<file path="config.mk">
export PLATFORM = sky130hd
export DESIGN_NAME = expr_recognizer
export DESIGN_NICKNAME = d
export VERILOG_FILES = /design/src/rtl/expr_pkg.sv /design/src/rtl/expr_char_class.sv /design/src/rtl/expr_recognizer.sv
export SDC_FILE = /design/constraint.sdc
export NUM_CORES = 1
export LEC_CHECK = 0
export ABC_CLOCK_PERIOD_IN_PS = 3550
export CORE_UTILIZATION = 45
export CTS_CLUSTER_DIAMETER = 50
export DETAILED_ROUTE_END_ITERATION = 8
export MAX_ROUTING_LAYER = met4
export PLACE_DENSITY = 0.7
export SETUP_SLACK_MARGIN = 0.5
export SYNTH_ARGS = -nofsm -noshare
export SYNTH_HDL_FRONTEND = slang
export SYNTH_HIERARCHICAL = 1
export SYNTH_SLANG_ARGS = --single-unit
</file>
<file path="constraint.sdc">
create_clock -name clk -period 3.55 [get_ports clk]
set_clock_uncertainty 0.2 [all_clocks]
set_input_delay 1.065 -clock clk [delete_from_list [all_inputs] [get_ports clk]]
set_output_delay 1.065 -clock clk [all_outputs]
set_load 0.02 [all_outputs]
</file>
<file path="src/rtl/expr_pkg.sv">
// expr_pkg: shared types and constants for the expression recognizer.
//   state_e : recognizer states (EXPECT_OPND=0, IN_NUM=1, AFTER_CLOSE=2, ERROR=3)
//   cls_e   : 3-bit character class codes produced by expr_char_class
//   CH_*    : ASCII constants for operators, parentheses, space and digit range
package expr_pkg;

  typedef enum logic [1:0] {
    EXPECT_OPND = 2'd0,
    IN_NUM      = 2'd1,
    AFTER_CLOSE = 2'd2,
    ERROR       = 2'd3
  } state_e;

  typedef enum logic [2:0] {
    CLS_DIGIT = 3'd0,
    CLS_OP    = 3'd1,
    CLS_LPAR  = 3'd2,
    CLS_RPAR  = 3'd3,
    CLS_SPACE = 3'd4,
    CLS_OTHER = 3'd5
  } cls_e;

  localparam logic [7:0] CH_PLUS  = 8'h2B;
  localparam logic [7:0] CH_MINUS = 8'h2D;
  localparam logic [7:0] CH_STAR  = 8'h2A;
  localparam logic [7:0] CH_SLASH = 8'h2F;
  localparam logic [7:0] CH_LPAR  = 8'h28;
  localparam logic [7:0] CH_RPAR  = 8'h29;
  localparam logic [7:0] CH_SPACE = 8'h20;
  localparam logic [7:0] CH_ZERO  = 8'h30;
  localparam logic [7:0] CH_NINE  = 8'h39;

endpackage

</file>
<file path="src/rtl/expr_char_class.sv">
// expr_char_class: combinational ASCII character classifier.
//   ch  [7:0] : input character
//   cls       : class code (digit / op / lpar / rpar / space / other)
// Macro EXPR_SPACE_SKIP_EN: when defined, 0x20 is classified as CLS_SPACE;
// otherwise it is CLS_OTHER.
module expr_char_class
  import expr_pkg::*;
(
  input  logic [7:0] ch,
  output cls_e       cls
);

  always_comb begin
    cls = CLS_OTHER;
    if (ch >= CH_ZERO && ch <= CH_NINE) begin
      cls = CLS_DIGIT;
    end else begin
      unique case (ch)
        CH_PLUS, CH_MINUS, CH_STAR, CH_SLASH: cls = CLS_OP;
        CH_LPAR:                              cls = CLS_LPAR;
        CH_RPAR:                              cls = CLS_RPAR;
`ifdef EXPR_SPACE_SKIP_EN
        CH_SPACE:                             cls = CLS_SPACE;
`else
        // space stays CLS_OTHER and is a syntax error
`endif
        default:                              cls = CLS_OTHER;
      endcase
    end
  end

endmodule

</file>
<file path="src/rtl/expr_recognizer.sv">
// expr_recognizer: character-serial recognizer for infix arithmetic
// expressions with multi-digit operands, + - * / and nested parentheses.
//   clk      : clock, rising edge
//   clr_n    : asynchronous active-low reset
//   in       : ASCII character
//   in_valid : character qualifier; state held when low
//   out      : prefix so far is a complete, balanced expression (registered)
//   err      : sticky syntax error
//   depth    : current open-parenthesis count
//   operands : completed operand count, saturating
// Macro EXPR_SPACE_SKIP_EN: when defined, spaces are ignored except that a
// space inside a number terminates it.
module expr_recognizer
  import expr_pkg::*;
#(
  parameter int unsigned MAX_DIGITS = 4,
  parameter int unsigned MAX_DEPTH  = 7,
  parameter int unsigned CNT_W      = 8
) (
  input  logic                           clk,
  input  logic                           clr_n,
  input  logic [7:0]                     in,
  input  logic                           in_valid,
  output logic                           out,
  output logic                           err,
  output logic [$clog2(MAX_DEPTH+1)-1:0] depth,
  output logic [CNT_W-1:0]               operands
);

  localparam int unsigned DEPTH_W = $clog2(MAX_DEPTH + 1);
  localparam int unsigned DC_W    = $clog2(MAX_DIGITS + 1);
  localparam logic [DEPTH_W-1:0] DEPTH_MAX = DEPTH_W'(MAX_DEPTH);
  localparam logic [DC_W-1:0]    DC_MAX    = DC_W'(MAX_DIGITS);

  cls_e               cls;
  state_e             state_q, state_d;
  logic [DC_W-1:0]    dcnt_q, dcnt_d;
  logic [DEPTH_W-1:0] depth_q, depth_d;
  logic [CNT_W-1:0]   opnds_q, opnds_d, opnds_inc;
  logic               out_q, out_d;

  expr_char_class u_class (
    .ch  (in),
    .cls (cls)
  );

  always_comb begin
    state_d   = state_q;
    dcnt_d    = dcnt_q;
    depth_d   = depth_q;
    opnds_d   = opnds_q;
    opnds_inc = (opnds_q == '1) ? opnds_q : opnds_q + CNT_W'(1);

    if (in_valid) begin
      if (cls == CLS_SPACE) begin
        // A space ends a number by forcing the digit count to its limit,
        // so any further digit hits the overflow error path.
        if (state_q == IN_NUM) dcnt_d = DC_MAX;
      end else begin
        unique case (state_q)
          EXPECT_OPND: begin
            if (cls == CLS_DIGIT) begin
              state_d = IN_NUM;
              dcnt_d  = DC_W'(1);
            end else if (cls == CLS_LPAR && depth_q != DEPTH_MAX) begin
              depth_d = depth_q + DEPTH_W'(1);
            end else begin
              state_d = ERROR;
            end
          end
          IN_NUM: begin
            if (cls == CLS_DIGIT && dcnt_q != DC_MAX) begin
              dcnt_d = dcnt_q + DC_W'(1);
            end else if (cls == CLS_OP) begin
              opnds_d = opnds_inc;
              state_d = EXPECT_OPND;
            end else if (cls == CLS_RPAR && depth_q != '0) begin
              opnds_d = opnds_inc;
              depth_d = depth_q - DEPTH_W'(1);
              state_d = AFTER_CLOSE;
            end else begin
              state_d = ERROR;
            end
          end
          AFTER_CLOSE: begin
            if (cls == CLS_OP) begin
              state_d = EXPECT_OPND;
            end else if (cls == CLS_RPAR && depth_q != '0) begin
              depth_d = depth_q - DEPTH_W'(1);
            end else begin
              state_d = ERROR;
            end
          end
          ERROR: state_d = ERROR;
          default: state_d = ERROR;
        endcase
      end
    end

    out_d = (state_d == IN_NUM || state_d == AFTER_CLOSE) && depth_d == '0;
  end

  always_ff @(posedge clk or negedge clr_n) begin
    if (!clr_n) begin
      state_q <= EXPECT_OPND;
      dcnt_q  <= '0;
      depth_q <= '0;
      opnds_q <= '0;
      out_q   <= 1'b0;
    end else begin
      state_q <= state_d;
      dcnt_q  <= dcnt_d;
      depth_q <= depth_d;
      opnds_q <= opnds_d;
      out_q   <= out_d;
    end
  end

  assign out      = out_q;
  assign err      = (state_q == ERROR);
  assign depth    = depth_q;
  assign operands = opnds_q;

endmodule
</file>
==> results_tabular.tex, run 1 <==
\begin{tabular}{lr}
\hline
Metric & Value \\
\hline
\multicolumn{2}{l}{\textbf{Critical path}} \\
\quad Worst setup path start & in[7] \\
\quad Worst reg2reg path depth & 8 \\
\quad Cell chain of the critical path & clkbuf\_2 -> nor3b\_4 -> buf\_4 -> o211ai\_1 -> buf\_4 -> or3b\_4 -> and2\_4 -> a32o\_1 -> nor3\_2 -> nor4\_2 \\
\quad Critical path depth in cells & 10 \\
\quad R2r setup slk & around 1.2 ns \\
\quad Kind of cell with the highest combined delay on the critical path & simple AND/OR/NAND/NOR gates \\
\quad Most Frequent Cell on Critical Path & buf\_4 \\
\quad Critical path endpoint & out \\
\quad Capture instance of the worst register-to-register path & out \\
\quad Biggest fanout along the worst timing path & 4 \\
\quad Reg2reg start & depth[0] \\
\quad Startpoint kind of the worst setup timing path & input port \\
\quad CP max stage cell & or3b\_4 \\
\quad Slowest stage delay, CP & approximately 0.4 ns \\
\quad Crit path capture type & flop \\
\quad Worst EP arrival & a little under 3 ns \\
\quad Type of the setup path with the least slack & input port to flop \\
\quad WP data required & about 3.5 ns \\
\quad Worst path bufs/invs & 3 \\
\multicolumn{2}{l}{\textbf{Synth}} \\
\quad Largest area contributor in the synthesized netlist & dfrtp\_1 \\
\quad Library cell with the highest instance count after synthesis & dfrtp\_1 \\
\quad Fraction of synthesis flops using an asynchronous set or reset pin & 100\% \\
\quad Portion of synthesized cell area occupied by the leading cell type & a little under a third \\
\quad YS warnings & 6 \\
\quad Synth Flop Type & dfrtp\_1 \\
\quad Netlist area before placement & about 1300 um2 \\
\quad FF+latch count, synth & 17 \\
\quad Share of synthesized area occupied by flip-flops and latches & a little under a third \\
\quad Mean instance size in the synthesized netlist & roughly 9.8 um2 \\
\quad Post-synth EDFFs & 0 \\
\quad Net count of the mapped netlist & about 150 \\
\quad Synth area leaders & dfrtp\_1, ha\_1, buf\_6, xnor2\_1, nand2\_1 \\
\quad Post-synthesis cell count & 136 \\
\quad Distinct cells, synth & 56 \\
\quad Most used standard cells in the synthesized netlist & dfrtp\_1, nand2\_1, ha\_1, o21ai\_0 \\
\multicolumn{2}{l}{\textbf{Clocking}} \\
\quad Clock network latency to the later pin of the worst-skew pair & 0.28 ns \\
\quad Total number of H-tree levels & 1 \\
\quad Clk Tree Root Cell & clkbuf\_4 \\
\quad CTS tree & yes \\
\quad Clock transition at path regs & around 0.10 ns \\
\quad TritonCTS Sinks & 17 \\
\quad Total CTS buffers & 3 \\
\quad Number of buffers between clock root and the deepest sink & 2 \\
\multicolumn{2}{l}{\textbf{Floorplan}} \\
\quad Initial core utilization & between 40\% and 50\% \\
\quad Die outline area & between 3000 and 4000 um2 \\
\quad Y dimension of the die & around 56 um \\
\quad Die width & $\sim$56 um \\
\quad Num ports & 24 \\
\quad Number of placement rows & 19 \\
\quad CORE AREA & about 2800 um2 \\
\multicolumn{2}{l}{\textbf{Timing}} \\
\quad Worst Setup Slack, final & roughly 0.57 ns \\
\quad Min cycle time layout & 2.98 ns \\
\quad Remaining max-slew budget at the tightest pin & 48.2\% \\
\quad Total of endpoints with negative setup slack in the final report & 0 \\
\quad Maximum clock rate & $\sim$340 MHz \\
\quad Count of final hold-check violations & 0 \\
\quad Final worst path period share & a little over four fifths \\
\quad Final Slew Violations & 0 \\
\quad Slew @ Worst Pin & 0.775 ns \\
\quad Unrepaired setup endpoints after global routing & yes \\
\multicolumn{2}{l}{\textbf{Routing}} \\
\quad Number of nets still failing antenna checks after routing & 0 \\
\quad Via Count & 1,199 \\
\quad Initial detailed-routing violation count & 21 \\
\quad Post-route DRC violation count & 0 \\
\quad Routed Wire Length & 3240 um \\
\quad First drt pass iteration count & 4 \\
\quad Via density & $\sim$5.7 \\
\quad DR WL/cell & 15.3 um \\
\multicolumn{2}{l}{\textbf{Layout}} \\
\quad Fraction of layout instances using a drive strength above 1 & 34.4\% \\
\quad Net count, final & 199 \\
\quad Non-Filler Cell Area, Final & between 1500 and 2000 um2 \\
\quad Area growth from synthesis to layout & 36.5\% \\
\quad Number of inserted filler cells in the final layout & roughly 240 \\
\quad Count of inserted antenna diode cells & 0 \\
\multicolumn{2}{l}{\textbf{Pwr}} \\
\quad Peak ir drop on the vdd network & 0.209 mV \\
\quad Sw frac & 24.5\% \\
\quad Net switching power & between 0.08 and 0.09 mW \\
\quad Fraction of power consumed by combinational cells & 13.8\% \\
\quad Static power due to leakage & between 0.7 and 0.8 nW \\
\quad Fraction of power consumed by sequential logic & a little under three fifths \\
\quad Clock share of power & between 20\% and 30\% \\
\quad P per Cell Area & between 150 and 200 nW/um2 \\
\quad Total internal power & 0.260 mW \\
\multicolumn{2}{l}{\textbf{Global routing}} \\
\quad First-pass GRT wire length & roughly 5400 um \\
\quad Largest net degree at the start of global routing & 18 \\
\quad Global-route usage over all layers & 21.9\% \\
\quad Antenna violations before repair & 0 \\
\quad Via count of the first global-routing pass & between 1k and 1.5k \\
\quad Total overflow reported by the global router & 0 \\
\multicolumn{2}{l}{\textbf{Placed design}} \\
\quad IO Port Bufs & 23 \\
\quad RD Place Congestion & roughly 0.9 \\
\quad Post-Place Cell Area & between 1500 and 2000 um2 \\
\quad Worst slack, placed & -0.0187 ns \\
\quad Post-detail-place hpwl & between 2000 and 2500 um \\
\multicolumn{2}{l}{\textbf{Status}} \\
\quad Status & finished, final reports clean \\
\multicolumn{2}{l}{\textbf{Hold path}} \\
\quad Class of the most critical hold timing path & flop to flop \\
\multicolumn{2}{l}{\textbf{Run}} \\
\quad Number of maximum-capacitance constraint violations & 0 \\
\hline
\end{tabular}
-- cell usage in the layout, fill, tap and decap left out, types with 2 or more instances in the layout --
cell type / netlist / final
a21o_1: 2 / 2
a21oi_1: 4 / 3
a22o_1: 2 / 2
a31oi_1: 2 / 2
and3_1: 2 / 2
buf_4: 1 / 21
clkbuf_2: 0 / 4
clkbuf_4: 0 / 3
clkdlybuf4s50_1: 0 / 15
dfrtp_1: 17 / 16
dlygate4sd2_1: 0 / 3
ha_1: 7 / 7
inv_1: 6 / 6
nand2_1: 10 / 9
nand2b_4: 1 / 2
nand3_1: 6 / 4
nand3_2: 1 / 3
nand4_1: 3 / 3
nand4_4: 1 / 2
nor2_1: 6 / 6
nor2_2: 3 / 2
nor2_4: 2 / 3
nor2b_1: 3 / 2
nor2b_4: 1 / 2
nor3_1: 2 / 2
nor3_2: 2 / 2
o21ai_0: 7 / 7
o21ai_1: 3 / 2
xnor2_1: 5 / 4
xor2_1: 3 / 3
-- layer usage --
metal  share of wire (%)  track usage [%]  vias up
met3                 4.4             2.07        4
met1                  42             25.5      571
met5                   0                -        -
met4                 1.1             6.97        0
met2                  53             39.6       38
li1                    -                -      586
-- power by group through the flow --
stage / registers, mW / logic, mW / clock network (mW)
after floorplan: 0.201 / 0.0161 / 0
final: 0.197 / 0.0475 / 0.100
after CTS: 0.197 / 0.0437 / 0.105
after global placement: 0.200 / 0.0393 / 0
after global routing: 0.197 / 0.0517 / 0.113
after detailed placement: 0.201 / 0.0410 / 0
-- worst min path at each step --
stage	slack, ns	depth (start not counted)	from	to
3_5_place_dp	0.30	1	operands[6]	operands[6]
2_1_floorplan	0.28	2	dcnt_q[1]	dcnt_q[1]
3_3_place_gp	0.28	1	operands[7]	operands[7]
5_1_grt	0.35	1	operands[6]	operands[6]
4_1_cts	0.32	1	operands[6]	operands[6]
6_report	0.31	1	operands[6]	operands[6]
-- kinds of logic (layout without fill, tap and decap cells) --
logic type               count (synthesis)  count (layout)  synth area share (%)
AO/OA/AOI/OAI                           34              34                  18.4
multiplexers                             2               2                  1.60
AND/OR/NAND/NOR                         57              57                  30.6
flip-flops                              17              17                  31.9
buffers and inverters                   11              55                  5.63
adder cells (fa/ha/maj)                  7               7                  6.57
XOR/XNOR                                 8               8                  5.26
-- through the flow --
step           TNS, ns  utilization [%]  cells  hold slack, ns  total power, mW
2_1_floorplan        0                -    136           0.275            0.217
3_3_place_gp         0             58.1    194           0.280            0.240
3_5_place_dp   -0.0187             58.1    194           0.299            0.242
4_1_cts              0             62.2    204           0.315            0.345
5_1_grt              0             65.4    211           0.349            0.362
6_report             0             65.4    211           0.313            0.345
-- cell type report --
class                           instances  area (um2)  share of cell area (%)
Multi-Input combinational cell        108         926                    50.9
Timing Repair Buffer                   45         378                    20.8
Clock inverter                          1        5.00                   0.275
Clock buffer                            3        22.5                    1.24
Inverter                                6        22.5                    1.24
Sequential cell                        17         427                    23.5
Tap cell                               31        38.8                    2.13
-- timing repair --
item | in CTS | in global routing
pin swaps | 11 | 9
gates cloned | 1 | 0
hold buffers | 0 | 0
endpoints found under the setup margin | 14 | 11
resized for setup | 21 | 16
setup buffers | 5 | 7
-- state kept, by name, indices dropped and copies added (netlist names) --
register / flops
out: 1
state_q: 2
depth: 3
dcnt_q: 3
operands: 8
No activity file was read; power rests on OpenSTA's default activity.
==> run 2, diff against run 1 <==
--- a/config.mk
+++ b/config.mk
@@ -5,7 +5,7 @@
 export SDC_FILE = /design/constraint.sdc
 export NUM_CORES = 1
 export LEC_CHECK = 0
-export ABC_CLOCK_PERIOD_IN_PS = 3550
+export ABC_CLOCK_PERIOD_IN_PS = 2950
 export CORE_UTILIZATION = 45
 export CTS_CLUSTER_DIAMETER = 50
 export DETAILED_ROUTE_END_ITERATION = 8
==> constraint.sdc (replaced) <==
create_clock -name clk -period 2.95 [get_ports clk]
set_clock_uncertainty 0.2 [all_clocks]
set_input_delay 0.885 -clock clk [delete_from_list [all_inputs] [get_ports clk]]
set_output_delay 0.885 -clock clk [all_outputs]
set_load 0.02 [all_outputs]
==> run 2 against run 1 <==
  * Critical path depth up 3
  * Critical endpoint unchanged
  * Global-route usage increased by 0.29 points
  * Non-clock buffer count grew 5
  * Utilization grew 4.3 points
  * Sequential cell count unchanged
  * Via count increased by 3.8%
  * Sequential share of layout area shrank 1.5 points
  * Highest routed layer unchanged
  * Largest power group unchanged
  * Design area increased by 6.6%
  * Worst hold slack worse by 0.0070 ns
==> results_tabular.tex, run 2 (synthesis gave the netlist of run 1 again) <==
\begin{tabular}{lr}
\hline
Metric & Value \\
\hline
\multicolumn{2}{l}{\textbf{Routing}} \\
\quad First drt pass iteration count & 4 (unchanged) \\
\quad Post-route DRC violation count & 0 (unchanged) \\
\quad DR WL/cell & 15.6 um (+1.8\%) \\
\quad Initial detailed-routing violation count & 37 (+76\%) \\
\quad Via density & 5.76 (+1.4\%) \\
\quad Routed Wire Length & 3370 um (+4.2\%) \\
\quad Number of nets still failing antenna checks after routing & 0 (unchanged) \\
\quad Via Count & 1,244 (+3.8\%) \\
\multicolumn{2}{l}{\textbf{Timing}} \\
\quad Unrepaired setup endpoints after global routing & yes \\
\quad Remaining max-slew budget at the tightest pin & 48.7\% (+0.47 points) \\
\quad Min cycle time layout & between 2 and 3 ns \\
\quad Setup tns final & 0 ns (unchanged) \\
\quad Final worst path period share & between 90 and 100\% \\
\quad Count of final hold-check violations & 0 (unchanged) \\
\quad Slew @ Worst Pin & 0.768 ns (-0.00699 ns) \\
\quad Worst Setup Slack, final & 0.208 ns (-0.363 ns) \\
\quad Worst hold margin & 0.306 ns (-0.00699 ns) \\
\quad Final Slew Violations & 0 (unchanged) \\
\quad Total of endpoints with negative setup slack in the final report & 0 (unchanged) \\
\quad Maximum clock rate & 365 MHz \\
\multicolumn{2}{l}{\textbf{Critical path}} \\
\quad Slowest stage delay, CP & 0.28 ns (-0.12 ns) \\
\quad Cell chain of the critical path & buf\_6 -> nor3b\_4 -> o21ai\_2 -> a21o\_1 -> buf\_6 -> buf\_6 -> nor2b\_4 -> buf\_6 -> buf\_6 -> a31oi\_1 -> o211a\_1 -> xnor2\_2 -> nor4\_4 \\
\quad Biggest fanout along the worst timing path & 4 (unchanged) \\
\quad Worst path bufs/invs & 5 (+2) \\
\quad Startpoint kind of the worst setup timing path & input port \\
\quad CP max stage cell & o211a\_1 \\
\quad Kind of cell with the highest combined delay on the critical path & compound AO/OA/AOI/OAI gates \\
\quad Type of the setup path with the least slack & input port to flop \\
\quad WP data required & 2.95 ns (-0.57 ns) \\
\quad Most Frequent Cell on Critical Path & buf\_6 \\
\quad Crit path capture type & flop \\
\quad Worst EP arrival & 2.74 ns (-0.21 ns) \\
\multicolumn{2}{l}{\textbf{Global routing}} \\
\quad Via count of the first global-routing pass & 1,185 (-3.4\%) \\
\quad First-pass GRT wire length & 5430 um (+0.13\%) \\
\quad Largest net degree at the start of global routing & 18 (unchanged) \\
\quad Total overflow reported by the global router & 0 (unchanged) \\
\quad Antenna violations before repair & 0 (unchanged) \\
\quad Global-route usage over all layers & 22.2\% (+0.29 points) \\
\multicolumn{2}{l}{\textbf{Layout}} \\
\quad Final core utilization & 69.7\% (+4.3 points) \\
\quad Area growth from synthesis to layout & 45.5\% \\
\quad Net count, final & 204 (+2.5\%) \\
\quad Commonest non-fill, non-tap cells in the layout & dfrtp\_1, buf\_4, buf\_6 \\
\quad Final non-filler cell total & 216 (+2.4\%) \\
\quad Fraction of layout instances using a drive strength above 1 & 39.5\% (+5.0 points) \\
\quad Count of inserted antenna diode cells & 0 (unchanged) \\
\quad Non-Filler Cell Area, Final & 1940 um2 (+6.6\%) \\
\quad Max FFs per register & 8 (unchanged) \\
\multicolumn{2}{l}{\textbf{Placed design}} \\
\quad IO Port Bufs & 23 (unchanged) \\
\quad Post-placement cell count & 202 (+4.1\%) \\
\quad RD Place Congestion & 0.843 (-5.5\%) \\
\quad Worst slack, placed & -0.425 ns (-0.406 ns) \\
\quad Post-Place Cell Area & 1710 um2 (+5.5\%) \\
\quad Post-detail-place hpwl & 2330 um (+5.3\%) \\
\multicolumn{2}{l}{\textbf{Floorplan}} \\
\quad Die width & 56.4 um (unchanged) \\
\quad Die outline area & 3180 um2 (unchanged) \\
\quad Y dimension of the die & 56.4 um (unchanged) \\
\quad Initial core utilization & 47.9\% (unchanged) \\
\quad Num ports & 24 (unchanged) \\
\quad Number of placement rows & 19 (unchanged) \\
\quad CORE AREA & 2780 um2 (unchanged) \\
\multicolumn{2}{l}{\textbf{Pwr}} \\
\quad Total internal power & 0.317 mW (+22\%) \\
\quad Sw frac & 24.7\% (+0.19 points) \\
\quad Fraction of power consumed by sequential logic & 56.2\% (-0.9 points) \\
\quad Net switching power & 0.104 mW (+23\%) \\
\quad Clock share of power & 29.7\% (+0.6 points) \\
\quad Total power consumption of the routed design & 0.421 mW (+22\%) \\
\quad Static power due to leakage & 0.924 nW (+18\%) \\
\quad Fraction of power consumed by combinational cells & 14.1\% (+0.3 points) \\
\quad Peak ir drop on the vdd network & 0.281 mV (+34\%) \\
\quad P per Cell Area & 217 nW/um2 (+15\%) \\
\multicolumn{2}{l}{\textbf{Clocking}} \\
\quad Total number of H-tree levels & 1 (unchanged) \\
\quad Hold Buf Count CTS & 0 (unchanged) \\
\quad TritonCTS Sinks & 17 (unchanged) \\
\quad Clk Tree Root Cell & clkbuf\_4 \\
\quad Clock network latency to the later pin of the worst-skew pair & 0.29 ns (about the same) \\
\quad CTS tree & yes \\
\quad Total CTS buffers & 3 (unchanged) \\
\quad Number of buffers between clock root and the deepest sink & 2 (unchanged) \\
\quad Clock transition at path regs & 0.09 ns (about the same) \\
\multicolumn{2}{l}{\textbf{Run}} \\
\quad Number of maximum-capacitance constraint violations & 0 (unchanged) \\
\multicolumn{2}{l}{\textbf{Hold path}} \\
\quad Class of the most critical hold timing path & flop to flop \\
\multicolumn{2}{l}{\textbf{Status}} \\
\quad Status & finished, final reports clean \\
\hline
\end{tabular}
-- run 2: cell types whose count changed in the layout (fill, tap and decap cells not counted), sizes merged --
cell           delta
clkbuf            -3
clkinv            -1
clkdlybuf4s15     +1
buf              +12
clkdlybuf4s50    -10
dlymetal6s2s      +2
dlygate4sd2       +4
-- run 2: path summary, 6_finish.rpt --
| kind | slack [ns] | startpoint | end | cells after the start |
|---|---|---|---|---|
| min | 0.31 | operands[7] | operands[7] | 1 |
| max reg2reg | 0.70 | depth[0] | out | 9 |
| max | 0.21 | in[7] | out | 13 |
| min reg2reg | 0.31 | operands[7] | operands[7] | 1 |
| max in group asynchronous | 1.23 | clr_n | operands[2] | 1 |
| min in group asynchronous | 0.83 | clr_n | operands[3] | 1 |
-- run 2: layout make-up --
type | count | area, um2
clock buffer | 4 | 26.3
fill | 213 | 842
inverter | 6 | 22.5
multi-input combinational | 108 | 980
sequential | 17 | 425
tap | 31 | 38.8
timing repair buffer | 50 | 447
-- run 2: power groups by stage --
stage / Clock [mW] / Combinational, mW / Sequential (mW)
finish: 0.125 / 0.0595 / 0.237
global placement: 0 / 0.0517 / 0.241
CTS: 0.128 / 0.0581 / 0.237
floorplan: 0 / 0.0207 / 0.242
detailed placement: 0 / 0.0535 / 0.241
global route: 0.134 / 0.0642 / 0.237
-- run 2: worst reg2reg max path: stages, from the launching register on --
cell       delay [ns]
dfrtp_1          0.46
ha_1             0.24
ha_1             0.22
nor2_4           0.15
nand3_4          0.10
o2111ai_2        0.09
o311a_1          0.18
o311ai_1         0.09
buf_4            0.16
nor4_4           0.26
-- run 2: per-layer routing --
layer | routed length [um] | global-route usage [%]
met5 | 0 | -
met1 | 1490 | 28.0
met2 | 1670 | 36.7
met4 | 53 | 3.83
met3 | 156 | 5.53
-- run 2: timing repair --
action                                  CTS  global route
setup buffers                             8             2
endpoints found under the setup margin   24            19
resized for setup                        59            16
pin swaps                                21            10
==> run 3, diff against run 2 <==
--- a/config.mk
+++ b/config.mk
@@ -7,9 +7,8 @@
 export LEC_CHECK = 0
 export ABC_CLOCK_PERIOD_IN_PS = 2950
 export CORE_UTILIZATION = 45
-export CTS_CLUSTER_DIAMETER = 50
+export CTS_CLUSTER_DIAMETER = 150
 export DETAILED_ROUTE_END_ITERATION = 8
-export MAX_ROUTING_LAYER = met4
 export PLACE_DENSITY = 0.7
 export SETUP_SLACK_MARGIN = 0.5
 export SYNTH_ARGS = -nofsm -noshare
==> run 3 against run 2 <==
  * Critical path depth stayed put
  * Cell count stayed put
  * Sequential cell count stayed put
  * Combinational power hardly changed
  * Critical endpoint unchanged
==> results_tabular.tex, run 3 (synthesis gave the netlist of run 1 again) <==
\begin{tabular}{lr}
\hline
Metric & Value \\
\hline
\multicolumn{2}{l}{\textbf{Critical path}} \\
\quad Type of the setup path with the least slack & input port to flop \\
\quad Startpoint kind of the worst setup timing path & input port \\
\quad Biggest fanout along the worst timing path & 4 (unchanged) \\
\quad WP data required & 2.93 ns (-0.02 ns) \\
\quad Worst EP arrival & 2.72 ns (-0.02 ns) \\
\quad R2r setup slk & 0.70 ns (about the same) \\
\quad Crit path capture type & flop \\
\multicolumn{2}{l}{\textbf{Global routing}} \\
\quad Global-route usage over all layers & 21.7\% (-0.51 points) \\
\quad Met2 layer usage reported by global route & 36.6\% (-0.17 points) \\
\quad M1 GR Usage & 28.4\% (+0.44 points) \\
\quad GR Util met3 & 5.53\% (unchanged) \\
\quad Via count of the first global-routing pass & 1,187 (+0.17\%) \\
\quad Antenna violations before repair & 0 (unchanged) \\
\quad Most Crowded Layer GR & met2 \\
\quad Largest net degree at the start of global routing & 18 (unchanged) \\
\quad Total overflow reported by the global router & 0 (unchanged) \\
\quad First-pass GRT wire length & 5440 um (+0.13\%) \\
\multicolumn{2}{l}{\textbf{Layout}} \\
\quad Final non-filler cell total & 216 (unchanged) \\
\quad Count of inserted antenna diode cells & 0 (unchanged) \\
\quad Area growth from synthesis to layout & 45.5\% (unchanged) \\
\quad Final core utilization & 69.7\% (unchanged) \\
\quad Net count, final & 204 (unchanged) \\
\quad Commonest non-fill, non-tap cells in the layout & dfrtp\_1, buf\_4, buf\_6 \\
\quad Max FFs per register & 8 (unchanged) \\
\quad Register Area & 425 um2 (unchanged) \\
\quad Area occupied by multi-input gates & 980 um2 (unchanged) \\
\quad Fraction of layout instances using a drive strength above 1 & 39.5\% (unchanged) \\
\quad Number of inserted filler cells in the final layout & 213 (unchanged) \\
\multicolumn{2}{l}{\textbf{Timing}} \\
\quad Worst hold margin & 0.306 ns (+0.000571 ns) \\
\quad Slew @ Worst Pin & 0.755 ns (-0.0130 ns) \\
\quad Remaining max-slew budget at the tightest pin & 49.5\% (+0.87 points) \\
\quad Final worst path period share & 92.9\% (about the same) \\
\quad Total of endpoints with negative setup slack in the final report & 0 (unchanged) \\
\quad Min cycle time layout & 2.74 ns (-0.00144 ns) \\
\quad Worst Setup Slack, final & 0.209 ns (+0.00144 ns) \\
\quad Unrepaired setup endpoints after global routing & yes \\
\quad Count of final hold-check violations & 0 (unchanged) \\
\quad Final Slew Violations & 0 (unchanged) \\
\quad Maximum clock rate & 365 MHz (about the same) \\
\multicolumn{2}{l}{\textbf{Pwr}} \\
\quad Peak ir drop on the vdd network & 0.280 mV (-0.29\%) \\
\quad Static power due to leakage & 0.924 nW (unchanged) \\
\quad Total power consumption of the routed design & 0.421 mW (-0.10\%) \\
\quad P per Cell Area & 217 nW/um2 (-0.10\%) \\
\multicolumn{2}{l}{\textbf{Clocking}} \\
\quad Total CTS buffers & 3 (unchanged) \\
\quad CTS tree & yes \\
\quad TritonCTS Sinks & 17 (unchanged) \\
\quad Hold Buf Count CTS & 0 (unchanged) \\
\quad Total number of H-tree levels & 1 (unchanged) \\
\quad Number of buffers between clock root and the deepest sink & 2 (unchanged) \\
\quad Clk Tree Root Cell & clkbuf\_4 \\
\quad Clock network latency to the later pin of the worst-skew pair & 0.29 ns (about the same) \\
\quad Clock transition at path regs & 0.09 ns (about the same) \\
\multicolumn{2}{l}{\textbf{Floorplan}} \\
\quad Y dimension of the die & 56.4 um (unchanged) \\
\quad Num ports & 24 (unchanged) \\
\quad Die width & 56.4 um (unchanged) \\
\quad CORE AREA & 2780 um2 (unchanged) \\
\quad Number of placement rows & 19 (unchanged) \\
\quad Initial core utilization & 47.9\% (unchanged) \\
\quad Die outline area & 3180 um2 (unchanged) \\
\multicolumn{2}{l}{\textbf{Run}} \\
\quad Number of maximum-capacitance constraint violations & 0 (unchanged) \\
\multicolumn{2}{l}{\textbf{Placed design}} \\
\quad Worst slack, placed & -0.425 ns (unchanged) \\
\quad Post-placement cell count & 202 (unchanged) \\
\quad Post-detail-place hpwl & 2330 um (unchanged) \\
\quad RD Place Congestion & 0.830 (-1.5\%) \\
\quad IO Port Bufs & 23 (unchanged) \\
\multicolumn{2}{l}{\textbf{Status}} \\
\quad Status & finished, final reports clean \\
\multicolumn{2}{l}{\textbf{Routing}} \\
\quad Post-route DRC violation count & 0 (unchanged) \\
\quad First drt pass iteration count & 4 (unchanged) \\
\quad DR WL/cell & 15.7 um (+0.53\%) \\
\quad Via density & 5.82 (+1.0\%) \\
\quad Routed Wire Length & 3390 um (+0.53\%) \\
\quad Number of nets still failing antenna checks after routing & 0 (unchanged) \\
\quad Via Count & 1,257 (+1.0\%) \\
\quad Initial detailed-routing violation count & 40 (+8.1\%) \\
\multicolumn{2}{l}{\textbf{Hold path}} \\
\quad Class of the most critical hold timing path & flop to flop \\
\hline
\end{tabular}
run 3: worst paths after layout:
kind	from	end	cells past startpoint
max in group asynchronous	clr_n	operands[2]	1
max reg2reg	depth[0]	out	9
min in group asynchronous	clr_n	operands[3]	1
min reg2reg	operands[7]	operands[7]	1
max	in[7]	out	13
min	operands[7]	operands[7]	1
run 3: power by group:
group,internal [mW],switching (mW)
sequential,0.234,0.00227
combinational,0.0301,0.0295
clock,0.0527,0.0717
run 3: repair_timing:
action                     in CTS  in global routing
setup buffers                   8                  2
setup endpoints to repair      24                 19
gates cloned                    0                  0
gates resized for setup        59                 16
pin swaps                      21                 10
run 3: area by class of cell:
class	count	share of cell area (%)
multi-input cells	108	50.5
well taps	31	2.00
repair buffers	50	23.0
clock buffers	4	1.35
flip-flops and latches	17	21.9
inverters	6	1.16
run 3: per-layer routing:
layer | vias up | wire (um)
met5 | - | 0
met4 | 0 | 56
met3 | 8 | 177
met2 | 47 | 1690
met1 | 605 | 1460
li1 | 597 | -
run 3: metrics by stage:
step | instance area (um2) | TNS, ns
global route | 1940 | 0
CTS | 1860 | 0
detailed placement | 1710 | -3.41
finish | 1940 | 0
floorplan | 1370 | 0
global placement | 1710 | -2.62
run 3: worst max-delay path, stage by stage:
cell and delay, ns:
buf_6 0.09, nor3b_4 0.23, o21ai_2 0.08, a21o_1 0.19, buf_6 0.12, buf_6 0.12, nor2b_4 0.16, buf_6 0.13
buf_6 0.08, a31oi_1 0.06, o211a_1 0.28, xnor2_2 0.24, nor4_4 0.05
